## src/rtl/instr_rom_loader_pkg.sv

```systemverilog
// Shared constants and state encoding for the instruction ROM loader.
package instr_rom_loader_pkg;

  localparam int unsigned ROM_ADDR_W      = 8;
  localparam int unsigned INSTR_W         = 32;
  localparam int unsigned BYTES_PER_INSTR = 4;
  localparam logic [31:0] TERMINATOR      = 32'h0000_0000;

  typedef enum logic [1:0] {
    ST_IDLE,
    ST_COLLECT,
    ST_WRITE,
    ST_DONE
  } loader_state_t;

endpackage

```

## src/rtl/instr_rom_loader_byte_packer.sv

```systemverilog
// Packs an MSB-first byte stream into 32-bit instruction words.
module instr_rom_loader_byte_packer
  import instr_rom_loader_pkg::*;
(
  input  logic               clk,
  input  logic               reset,
  input  logic               clear,
  input  logic               take,
  input  logic [7:0]         byte_data,
  output logic [INSTR_W-1:0] word,
  output logic               word_complete
);

  logic [1:0] lane;

  // Lane counter and assembly register; the first byte of a word lands in the MSB.
  always_ff @(posedge clk or posedge reset) begin
    if (reset) begin
      lane <= '0;
      word <= '0;
    end else if (clear) begin
      lane <= '0;
      word <= '0;
    end else if (take) begin
      lane <= lane + 2'd1;
      case (lane)
        2'd0:    word[31:24] <= byte_data;
        2'd1:    word[23:16] <= byte_data;
        2'd2:    word[15:8]  <= byte_data;
        default: word[7:0]   <= byte_data;
      endcase
    end
  end

  // Pulses on the handshake that fills the last lane.
  assign word_complete = take && (lane == 2'd3);

endmodule

```

## src/rtl/instr_rom_loader.sv

```systemverilog
// Byte-stream loader for the instruction ROM: packs words, writes them
// sequentially and stops on the all-zero terminator or when memory is full.
module instr_rom_loader
  import instr_rom_loader_pkg::*;
#(
  parameter int unsigned ADDR_W = ROM_ADDR_W,
  parameter int unsigned DATA_W = INSTR_W
) (
  input  logic              clk,
  input  logic              reset,
  input  logic              start,
  input  logic              byte_valid,
  input  logic [7:0]        byte_data,
  output logic              byte_ready,
  output logic              wr_en,
  output logic [ADDR_W-1:0] wr_addr,
  output logic [DATA_W-1:0] wr_data,
  output logic [31:0]       rom_size,
  output logic              load_done,
  output logic              overflow
);

  loader_state_t     state, state_nxt;
  logic [ADDR_W:0]   count, count_inc;
  logic [ADDR_W-1:0] addr_q;
  logic [DATA_W-1:0] data_q;
  logic [DATA_W-1:0] word;
  logic              word_complete;
  logic              take, arm, is_term, wr_fire;

  assign take      = byte_valid && byte_ready;
  assign arm       = start && ((state == ST_IDLE) || (state == ST_DONE));
  assign count_inc = count + (ADDR_W+1)'(1);
  assign is_term   = (word == TERMINATOR);
  assign wr_fire   = (state == ST_WRITE) && !is_term;

  instr_rom_loader_byte_packer u_packer (
    .clk           (clk),
    .reset         (reset),
    .clear         (arm),
    .take          (take),
    .byte_data     (byte_data),
    .word          (word),
    .word_complete (word_complete)
  );

  // State register.
  always_ff @(posedge clk or posedge reset) begin
    if (reset) state <= ST_IDLE;
    else       state <= state_nxt;
  end

  // Next-state logic; memory full is reached when the incremented count hits 2**ADDR_W.
  always_comb begin
    state_nxt = state;
    case (state)
      ST_IDLE:    if (arm) state_nxt = ST_COLLECT;
      ST_COLLECT: if (word_complete) state_nxt = ST_WRITE;
      ST_WRITE:   state_nxt = (is_term || count_inc[ADDR_W]) ? ST_DONE : ST_COLLECT;
      ST_DONE:    if (arm) state_nxt = ST_COLLECT;
      default:    state_nxt = ST_IDLE;
    endcase
  end

  // Word counter, size/flag registers and the held write address/data.
  always_ff @(posedge clk or posedge reset) begin
    if (reset) begin
      count     <= '0;
      rom_size  <= '0;
      load_done <= 1'b0;
      overflow  <= 1'b0;
      addr_q    <= '0;
      data_q    <= '0;
    end else if (arm) begin
      count     <= '0;
      rom_size  <= '0;
      load_done <= 1'b0;
      overflow  <= 1'b0;
    end else if (state == ST_WRITE) begin
      if (is_term) begin
        rom_size  <= 32'({count, 2'b00});
        load_done <= 1'b1;
      end else begin
        count  <= count_inc;
        addr_q <= count[ADDR_W-1:0];
        data_q <= word;
        if (count_inc[ADDR_W]) begin
          rom_size  <= 32'({count_inc, 2'b00});
          overflow  <= 1'b1;
          load_done <= 1'b1;
        end
      end
    end
  end

  // Outputs: the write port shows the live word during the write cycle and the
  // registered copy afterwards, so wr_addr/wr_data hold between strobes.
  always_comb begin
    byte_ready = (state == ST_COLLECT);
    wr_en      = wr_fire;
    wr_addr    = wr_fire ? count[ADDR_W-1:0] : addr_q;
    wr_data    = wr_fire ? word : data_q;
  end

endmodule

```

## config.mk

```make
export PLATFORM = sky130hd
export DESIGN_NAME = instr_rom_loader
export DESIGN_NICKNAME = d
export VERILOG_FILES = /design/src/rtl/instr_rom_loader_pkg.sv /design/src/rtl/instr_rom_loader_byte_packer.sv /design/src/rtl/instr_rom_loader.sv
export SDC_FILE = /design/constraint.sdc
export NUM_CORES = 1
export LEC_CHECK = 0
export CORE_ASPECT_RATIO = 2
export CORE_MARGIN = 3
export CORE_UTILIZATION = 34
export DETAILED_ROUTE_END_ITERATION = 10
export MAX_ROUTING_LAYER = met4
export SLEW_MARGIN = 20
export SYNTH_ARGS = -nofsm -noshare
export SYNTH_HDL_FRONTEND = slang
export SYNTH_SLANG_ARGS = --single-unit
```

## constraint.sdc

```tcl
create_clock -name clk -period 9.4 [get_ports clk]
set_input_delay 2.35 -clock clk [delete_from_list [all_inputs] [get_ports clk]]
set_output_delay 2.35 -clock clk [all_outputs]
set_load 0.005 [all_outputs]
```

### Word level (Yosys, flattened, before mapping)

Cells that the tools add are included.

| storage, ports and cells | value |
|---|---|
| bits in registers | 119 |

| operators by class | value |
|---|---|
| eq/ne operators | 10 |
| muxes and demuxes | 28 |
| add/sub/neg operators | 2 |
| reductions and logical operators | 28 |
| bitwise operators | 2 |

Operators with widths:

| operator | count |
|---|---|
| 32-bit two-way mux | 7 |
| 8-bit two-way mux | 5 |
| 32-bit zero test | 1 |
| 9-bit two-way mux | 3 |
| 2-bit AND reduction | 7 |
| 2-bit nonzero test | 6 |
| 2-bit two-way mux | 5 |
| 9-bit by 1-bit adder with 9-bit output (second input constant) | 1 |
| 2-bit equality test (second input constant) | 4 |
| 1-bit two-way mux | 7 |
| 2-bit by 1-bit != test with 1-bit output (second input constant) | 3 |
| 2-bit one-hot mux with 3 select lines | 1 |
| 3-bit AND reduction | 2 |
| 2-bit by 1-bit equality test with 1-bit output (second input constant) | 2 |
| 1-bit logical AND | 4 |
| 2-bit zero test | 2 |
| 3-bit nonzero test | 1 |
| 3-bit OR reduction | 1 |
| 2-bit by 1-bit adder with 2-bit output (second input constant) | 1 |
| 1-bit logical OR | 2 |
| 2-bit != test (second input constant) | 1 |
| 1-bit NOT | 2 |
| 2-bit OR reduction | 1 |
| 1-bit zero test | 1 |

### Longest topological paths before layout

Gate-level depths: netlist of run 1.

| depth | value |
|---|---|
| depth after elaboration | 5 |
| mapped depth | 9 |
| gate-level depth less buffers | 7 |

### By module

A second synthesis of run 1 with hierarchy kept.

| unflattened totals | value |
|---|---|
| cells, all modules | 429 |
| area, all modules | 5074.9 um^2 |

By module, submodules not included:

| module | cells an instance | seq. area each (um^2) | area an instance (um^2) | times used |
|---|---|---|---|---|
| instr_rom_loader | 297 | 1551.5 | 3459.6 | 1 |
| instr_rom_loader_byte_packer | 132 | 850.8 | 1615.3 | 1 |

### Least setup slack after synthesis of run 1

OpenSTA, ideal clock, no wires.

| timing path | value |
|---|---|
| path kind | flip-flop to output port |
| start point | reg u_packer.word[14] |
| end point | out wr_data[10] |
| path buffers | 3 |
| required time | 7.050 ns |
| path slack | 5.085 ns |
| arrival time | 1.965 ns |
| stages on the path, launching flop included | 10 |
| cell sequence | dfrtp_1 -> nor4_1 -> nand2_1 -> or4_1 -> buf_6 -> nand2_8 -> buf_4 -> buf_2 -> nand2_1 -> nand2_1 |

| between the ends | value |
|---|---|
| cells in the longest elaborated chain, start to end | 4 |

Ends and longest elaborated chain:

| element | RTL line | text |
|---|---|---|
| from (decl) | instr_rom_loader_byte_packer.sv:10 | `output logic [INSTR_W-1:0] word,` |
| from (signal assigned) | instr_rom_loader_byte_packer.sv:29 | `2'd2: word[15:8] <= byte_data;` |
| 32-bit zero test | instr_rom_loader.sv:34 | `assign is_term = (word == TERMINATOR);` |
| 1-bit zero test | instr_rom_loader.sv:35 | `assign wr_fire = (state == ST_WRITE) && !is_term;` |
| 1-bit logical AND | instr_rom_loader.sv:35 |  |
| 32-bit two-way mux | instr_rom_loader.sv:102 | `wr_data = wr_fire ? word : data_q;` |
| to (decl) | instr_rom_loader.sv:17 | `output logic [DATA_W-1:0] wr_data,` |

No other way between the ends.

### Worst setup path in the final report of run 1

| timing path | value |
|---|---|
| start point | reg u_packer.word[13] |
| end point | out wr_data[8] |

Same word-level chain as after synthesis.

==> reports/qor.txt, run 1 <==
Synth Flop Type: dfrtp_1
Post-synth EDFFs: 0
# clock sinks: 96
Post-Place Cells: 743
number of top-level pins: 88
largest net degree at the start of global routing: 83
row count: 62
Core Area: 14,400 um2
met1 Resource Use GR: 18.3%
PortBufs: 64
TritonCTS Buffers: 9
crit path capture type: output pin
share of layout cells above drive strength 1: 11.6%
GRT busiest layer: met2
endpoints failing hold: 0
Comb power frac: 28.7%
Worst Path Required: 7.05 ns
clock skew: 0.00706 ns
CTS tree: yes
Internal: 813 uW
fillcell total: 1,441
GRT met3 Usage: 3.21%
R2R setup slack: 6.32 ns
max_cap viols: 0
Max VDD drop: 108 uV
leakage dissipation: 0.00295 uW
area taken by multi-input logic gates: 2360 um2
register bit total from synthesis: 96
Antenna diodes: 0
Worst R2R Start: u_packer.word[13]$_DFFE_PP0P_
area of the mapped netlist: 5040 um2
NetSw: 406 uW
Gate Count Post-Synth: 515
post-synth top area cell: dfrtp_1
vias in the first global route: 3,882
Worst Reg-to-Reg Cells: 7
vias: 3,693
met2 Use GR: 28.3%
Pre-antenna DRT Iters: 6
worst hold slack: 0.502 ns
top cells by count, synth: 150 x nand2_1, 96 x dfrtp_1, 40 x mux2_4, 40 x nor2_1, 26 x mux2i_1
post-CTS setup buffers: 0
share of power burned in registers: 42.7%
fin crit period: 6.02 ns
final setup vio count: 0
RSZ-0062 raised after global routing: false
CP arrival: 3.67 ns
Hold Path End: overflow$_DFFE_PP0P_
Hold Crit Depth: 2
Final period util: 64.0%
Yosys Warn Count: 0
DP HPWL: 8770 um
Setup CP Type: reg -> out
clock share of power: 28.5%
first-pass GRT wire length: 20,700 um
Die H: 178 um
CTS H-Tree Depth: 3
synth top area cells: dfrtp_1 48%, mux2_4 12%, nand2_1 11%
CTS Hold Buffers Added: 0
Antenna Nets Post-Route: 0
register area share after synthesis: 47.7%
worst slew pin tran: 0.870 ns
routability cong.: 0.846
crit path launch type: register
Worst-path clk slew: 0.07 ns
GRT Overall Usage: 16.9%
WL/cell: 16.9 um
root buffer cell: clkbuf_16
setup_tns: 0 ns
Synth top area share: 47.7%
Avg Inst Size Synth: 9.79 um2
Max Root-Sink Buffers: 2
peak fanout along the critical path: 53
reg2reg end: data_q[3]$_DFFE_PP0P_
Pwr Density: 204 nW/um2
Synth cell types: 42
Nets: 581
Initial Util: 34.9%
Finished Layout Cells: 759
register area: 2400 um2
Hold Crit Class: reg -> reg
area of the die: 16,400 um2
Slew headroom: 41.5%
most common cell in the netlist: nand2_1
status: finished clean
Fmax: 0.166 GHz
drt drc: 0
Synth async-reset ratio: 100%
Final Max Slew Viols: 0
CTS resizes: 0
HP Start: overflow$_DFFE_PP0P_
Sw Share: 33.3%
area grow syn2layout: 18.6%
Die Wd: 92.1 um
final wirelength: 12,800 um
total power: 1220 uW
vias per cell: 4.87
grt ovf: 0
clk_lat worst skew: 0.35 ns
antenna violations before repair: 0
drt first-iter violations: 246
[metal layers]
metal  part of all wire (%)  up-vias
li1                       -     1755
met1                     39     1783
met2                     52      116
met3                    3.8       39
met4                    5.2        0
met5                      0        -
[critical path, stage by stage (launching register included)]
cell	delay (ns)
dfrtp_1	0.40
nor4_1	0.37
nand2_1	0.16
or4_1	0.79
nand2_8	0.40
inv_2	0.39
nand2_1	0.18
nand2_1	0.11
clkdlybuf4s50_1	0.46
[worst max path at each step]
stage                                        from               endpoint  cells after the start
finish              u_packer.word[13]$_DFFE_PP0P_             wr_data[8]                      8
global placement    u_packer.word[13]$_DFFE_PP0P_             wr_data[8]                      8
global route        u_packer.word[13]$_DFFE_PP0P_             wr_data[8]                      8
detailed placement  u_packer.word[13]$_DFFE_PP0P_             wr_data[8]                      8
floorplan                                   reset  addr_q[0]$_DFFE_PP0P_                      1
CTS                 u_packer.word[13]$_DFFE_PP0P_             wr_data[8]                      8
[through the flow]
stage          util (%)  setup slack [ns]  cell area, um2
3_3_place_gp       39.4              3.71            5690
2_1_floorplan         -              4.54            5120
6_report           41.4              3.38            5980
3_5_place_dp       39.4              3.68            5690
4_1_cts            41.4              3.28            5980
5_1_grt            41.4              3.16            5980
[cell usage in the layout, fill, tap and decap left out, types with 2 or more instances in the layout]
cell type,instances
and3_1,2
clkdlybuf4s50_1,64
clkinv_2,2
xnor2_1,4
nor3_1,3
clkbuf_16,9
xor2_1,4
clkinv_4,2
nand4_1,3
clkinvlp_4,3
a21oi_1,21
nor4_1,9
mux2i_1,26
nand4b_1,2
buf_4,2
mux2_4,40
a211oi_1,2
ha_1,7
a31oi_1,2
nor2_1,40
o21ai_0,9
nand2_1,150
conb_1,23
dfrtp_1,96
nand3_1,13
inv_1,5
o211ai_1,2
and2_1,2
or3_1,4
[cell families after synthesis]
family / synth area share, %
simple gates: 20.0
other cells: 0.0744
flops: 47.7
fa+ha+maj: 1.74
compound gates: 4.64
mux: 17.3
buf+inv: 7.20
xor+xnor: 1.39
[layout make-up]
class | instances | share of cell area (%)
multi-input combinational | 381 | 39.4
clock inverter | 6 | 0.753
inverter | 7 | 0.460
clock buffer | 10 | 4.00
timing repair buffer | 67 | 11.2
sequential | 96 | 40.2
tap | 192 | 4.02
[flip-flops by register name, indices dropped and copies added, names as in the netlist]
register       flops
count              9
u_packer.lane      2
state              2
overflow           1
load_done          1
data_q            32
addr_q             8
u_packer.word     32
rom_size           9
[power by group through the flow]
| stage | registers, uW | logic (uW) | clock network [uW] |
|---|---|---|---|
| floorplan | 509 | 257 | 0 |
| global placement | 525 | 344 | 0 |
| detailed placement | 528 | 350 | 0 |
| CTS | 521 | 353 | 360 |
| global route | 528 | 386 | 376 |
| finish | 521 | 350 | 348 |
Power figures use the tool's default switching activity.
==> inputs of run 2 (changes only) <==
clock period = 5.1 ns   (was 9.4 ns; I/O delays follow)
==> reports/qor.txt, run 2 (synthesis gave the netlist of run 1 again) <==
status: finished clean (unchanged)
CTS H-Tree Depth: 3 (unchanged)
Final Max Slew Viols: 0 (unchanged)
routability cong.: 0.875 (was 0.846)
Die Wd: 92.1 um (unchanged)
slowest CP cell: or4_1 (unchanged)
worst hold slack: 0.510 ns (was 0.502 ns)
crit path launch type: register (unchanged)
drt drc: 0 (unchanged)
top flop regs: data_q x32, u_packer.word x32 (unchanged)
Crit path top cell by count: nand2_1 (unchanged)
leakage dissipation: 0.00297 uW (was 0.00295 uW)
setup_tns: 0 ns (unchanged)
share of layout cells above drive strength 1: 11.4% (was 11.6%)
CP arrival: 3.49 ns (was 3.67 ns)
worst slew pin tran: 0.907 ns (was 0.870 ns)
Antenna diodes: 0 (unchanged)
Slew headroom: 39.1% (was 41.5%)
Sw Share: 32.1% (was 33.3%)
Fmax: 0.210 GHz
clock share of power: 29.6% (was 28.5%)
fin crit period: 4.77 ns
crit path capture type: output pin (unchanged)
Hold Crit Class: reg -> reg (unchanged)
GRT Overall Usage: 17.0% (was 16.9%)
CTS resizes: 0 (unchanged)
clk_lat worst skew: 0.34 ns (was 0.35 ns)
dpl cell area: 5710 um2 (was 5690 um2)
grt ovf: 0 (unchanged)
Nets: 584 (was 581)
peak fanout along the critical path: 32 (was 53)
CTS tree: yes (unchanged)
area of the die: 16,400 um2 (unchanged)
NetSw: 733 uW (was 406 uW)
Comb power frac: 28.7% (about the same)
PortBufs: 64 (unchanged)
Die H: 178 um (unchanged)
Setup CP Type: reg -> out (unchanged)
commonest cells after routing, fill and taps aside: 150 x nand2_1, 96 x dfrtp_1, 64 x clkdlybuf4s50_1, 40 x mux2_4, 40 x nor2_1 (unchanged)
drt first-iter violations: 246 (unchanged)
Antenna Nets Post-Route: 0 (unchanged)
max_cap viols: 0 (unchanged)
Core Area: 14,400 um2 (unchanged)
Post-Place Cells: 746 (was 743)
final setup vio count: 0 (unchanged)
cell area after layout: 6010 um2 (was 5980 um2)
worst-path cell chain: nor4_1 > nand2_1 > or4_1 > nand2_8 > buf_4 > nand2_1 > nand2_1 > clkdlybuf4s50_1 (was nor4_1 > nand2_1 > or4_1 > nand2_8 > inv_2 > nand2_1 > nand2_1 > clkdlybuf4s50_1)
total power: 2290 uW (was 1220 uW)
Final period util: 93.4%
Worst-path clk slew: 0.07 ns (about the same)
vias per cell: 4.88 (was 4.87)
row count: 62 (unchanged)
leading cell type in the layout, fill and taps excluded: nand2_1 (unchanged)
vias: 3,718 (was 3,693)
share of power burned in registers: 41.8% (was 42.7%)
CTS Hold Buffers Added: 0 (unchanged)
top cell family by delay on the critical path: simple AND/OR/NAND/NOR gates (unchanged)
Pwr Density: 381 nW/um2 (was 204 nW/um2)
area grow syn2layout: 19.2% (was 18.6%)
number of top-level pins: 88 (unchanged)
endpoints failing hold: 0 (unchanged)
vias in the first global route: 3,797 (was 3,882)
Max VDD drop: 189 uV (was 108 uV)
area taken by multi-input logic gates: 2360 um2 (unchanged)
Finished Layout Cells: 762 (was 759)
root buffer cell: clkbuf_16 (unchanged)
antenna violations before repair: 0 (unchanged)
critical path's largest stage delay: 0.80 ns (was 0.79 ns)
DP HPWL: 9090 um (was 8770 um)
clock skew: 0.00792 ns (was 0.00706 ns)
# clock sinks: 96 (unchanged)
Initial Util: 34.9% (unchanged)
Pre-antenna DRT Iters: 5 (was 6)
fillcell total: 1,469 (was 1,441)
TritonCTS Buffers: 9 (unchanged)
Worst Path Required: 3.83 ns (was 7.05 ns)
register area: 2400 um2 (unchanged)
Internal: 1550 uW (was 813 uW)
WL/cell: 16.9 um (about the same)
Max Root-Sink Buffers: 2 (unchanged)
largest net degree at the start of global routing: 59 (was 83)
Crit path buffers/inverters: 2 (unchanged)
post-CTS setup buffers: 0 (unchanged)
first-pass GRT wire length: 20,900 um (was 20,700 um)
final wirelength: 12,900 um (was 12,800 um)
RSZ-0062 raised after global routing: false (unchanged)
==> run 2: worst paths after layout <==
check / from / end / slack, ns / depth (start not counted)
worst min register to register: data_q[0]$_DFFE_PP0P_ / data_q[0]$_DFFE_PP0P_ / 0.51 / 1
min in group asynchronous: reset / data_q[6]$_DFFE_PP0P_ / 1.40 / 3
worst max-delay path: u_packer.word[13]$_DFFE_PP0P_ / wr_data[23] / 0.33 / 8
worst max register to register: u_packer.word[13]$_DFFE_PP0P_ / addr_q[2]$_DFFE_PP0P_ / 1.69 / 8
worst min-delay path: data_q[0]$_DFFE_PP0P_ / data_q[0]$_DFFE_PP0P_ / 0.51 / 1
max in group asynchronous: reset / data_q[24]$_DFFE_PP0P_ / 3.07 / 3
==> run 2: power by group through the flow <==
stage,registers (uW),logic (uW),clock network (uW)
after floorplan,938,474,0
after global placement,964,644,0
after detailed placement,969,658,0
after CTS,956,665,692
after global routing,971,725,722
final,956,656,676
==> run 2: area by class of cell <==
class | count | area share, %
flip-flops and latches | 96 | 40.0
multi-input cells | 381 | 39.2
repair buffers | 70 | 11.4
clock buffers | 14 | 4.23
well taps | 192 | 4.00
clock inverters | 2 | 0.645
inverters | 7 | 0.500
==> run 2: routing by layer <==
metal | global-route usage, % | vias up | routed length [um]
met3 | 2.32 | 33 | 473
met1 | 19.2 | 1811 | 5070
met4 | 8.81 | 0 | 546
li1 | - | 1761 | -
met2 | 29.1 | 113 | 6800
met5 | - | - | 0
==> run 2: per-stage QoR <==
step	setup slack (ns)	utilization, %
2_1_floorplan	1.32	-
3_3_place_gp	0.630	39.6
3_5_place_dp	0.599	39.6
4_1_cts	0.224	41.6
5_1_grt	0.0847	41.6
6_report	0.335	41.6
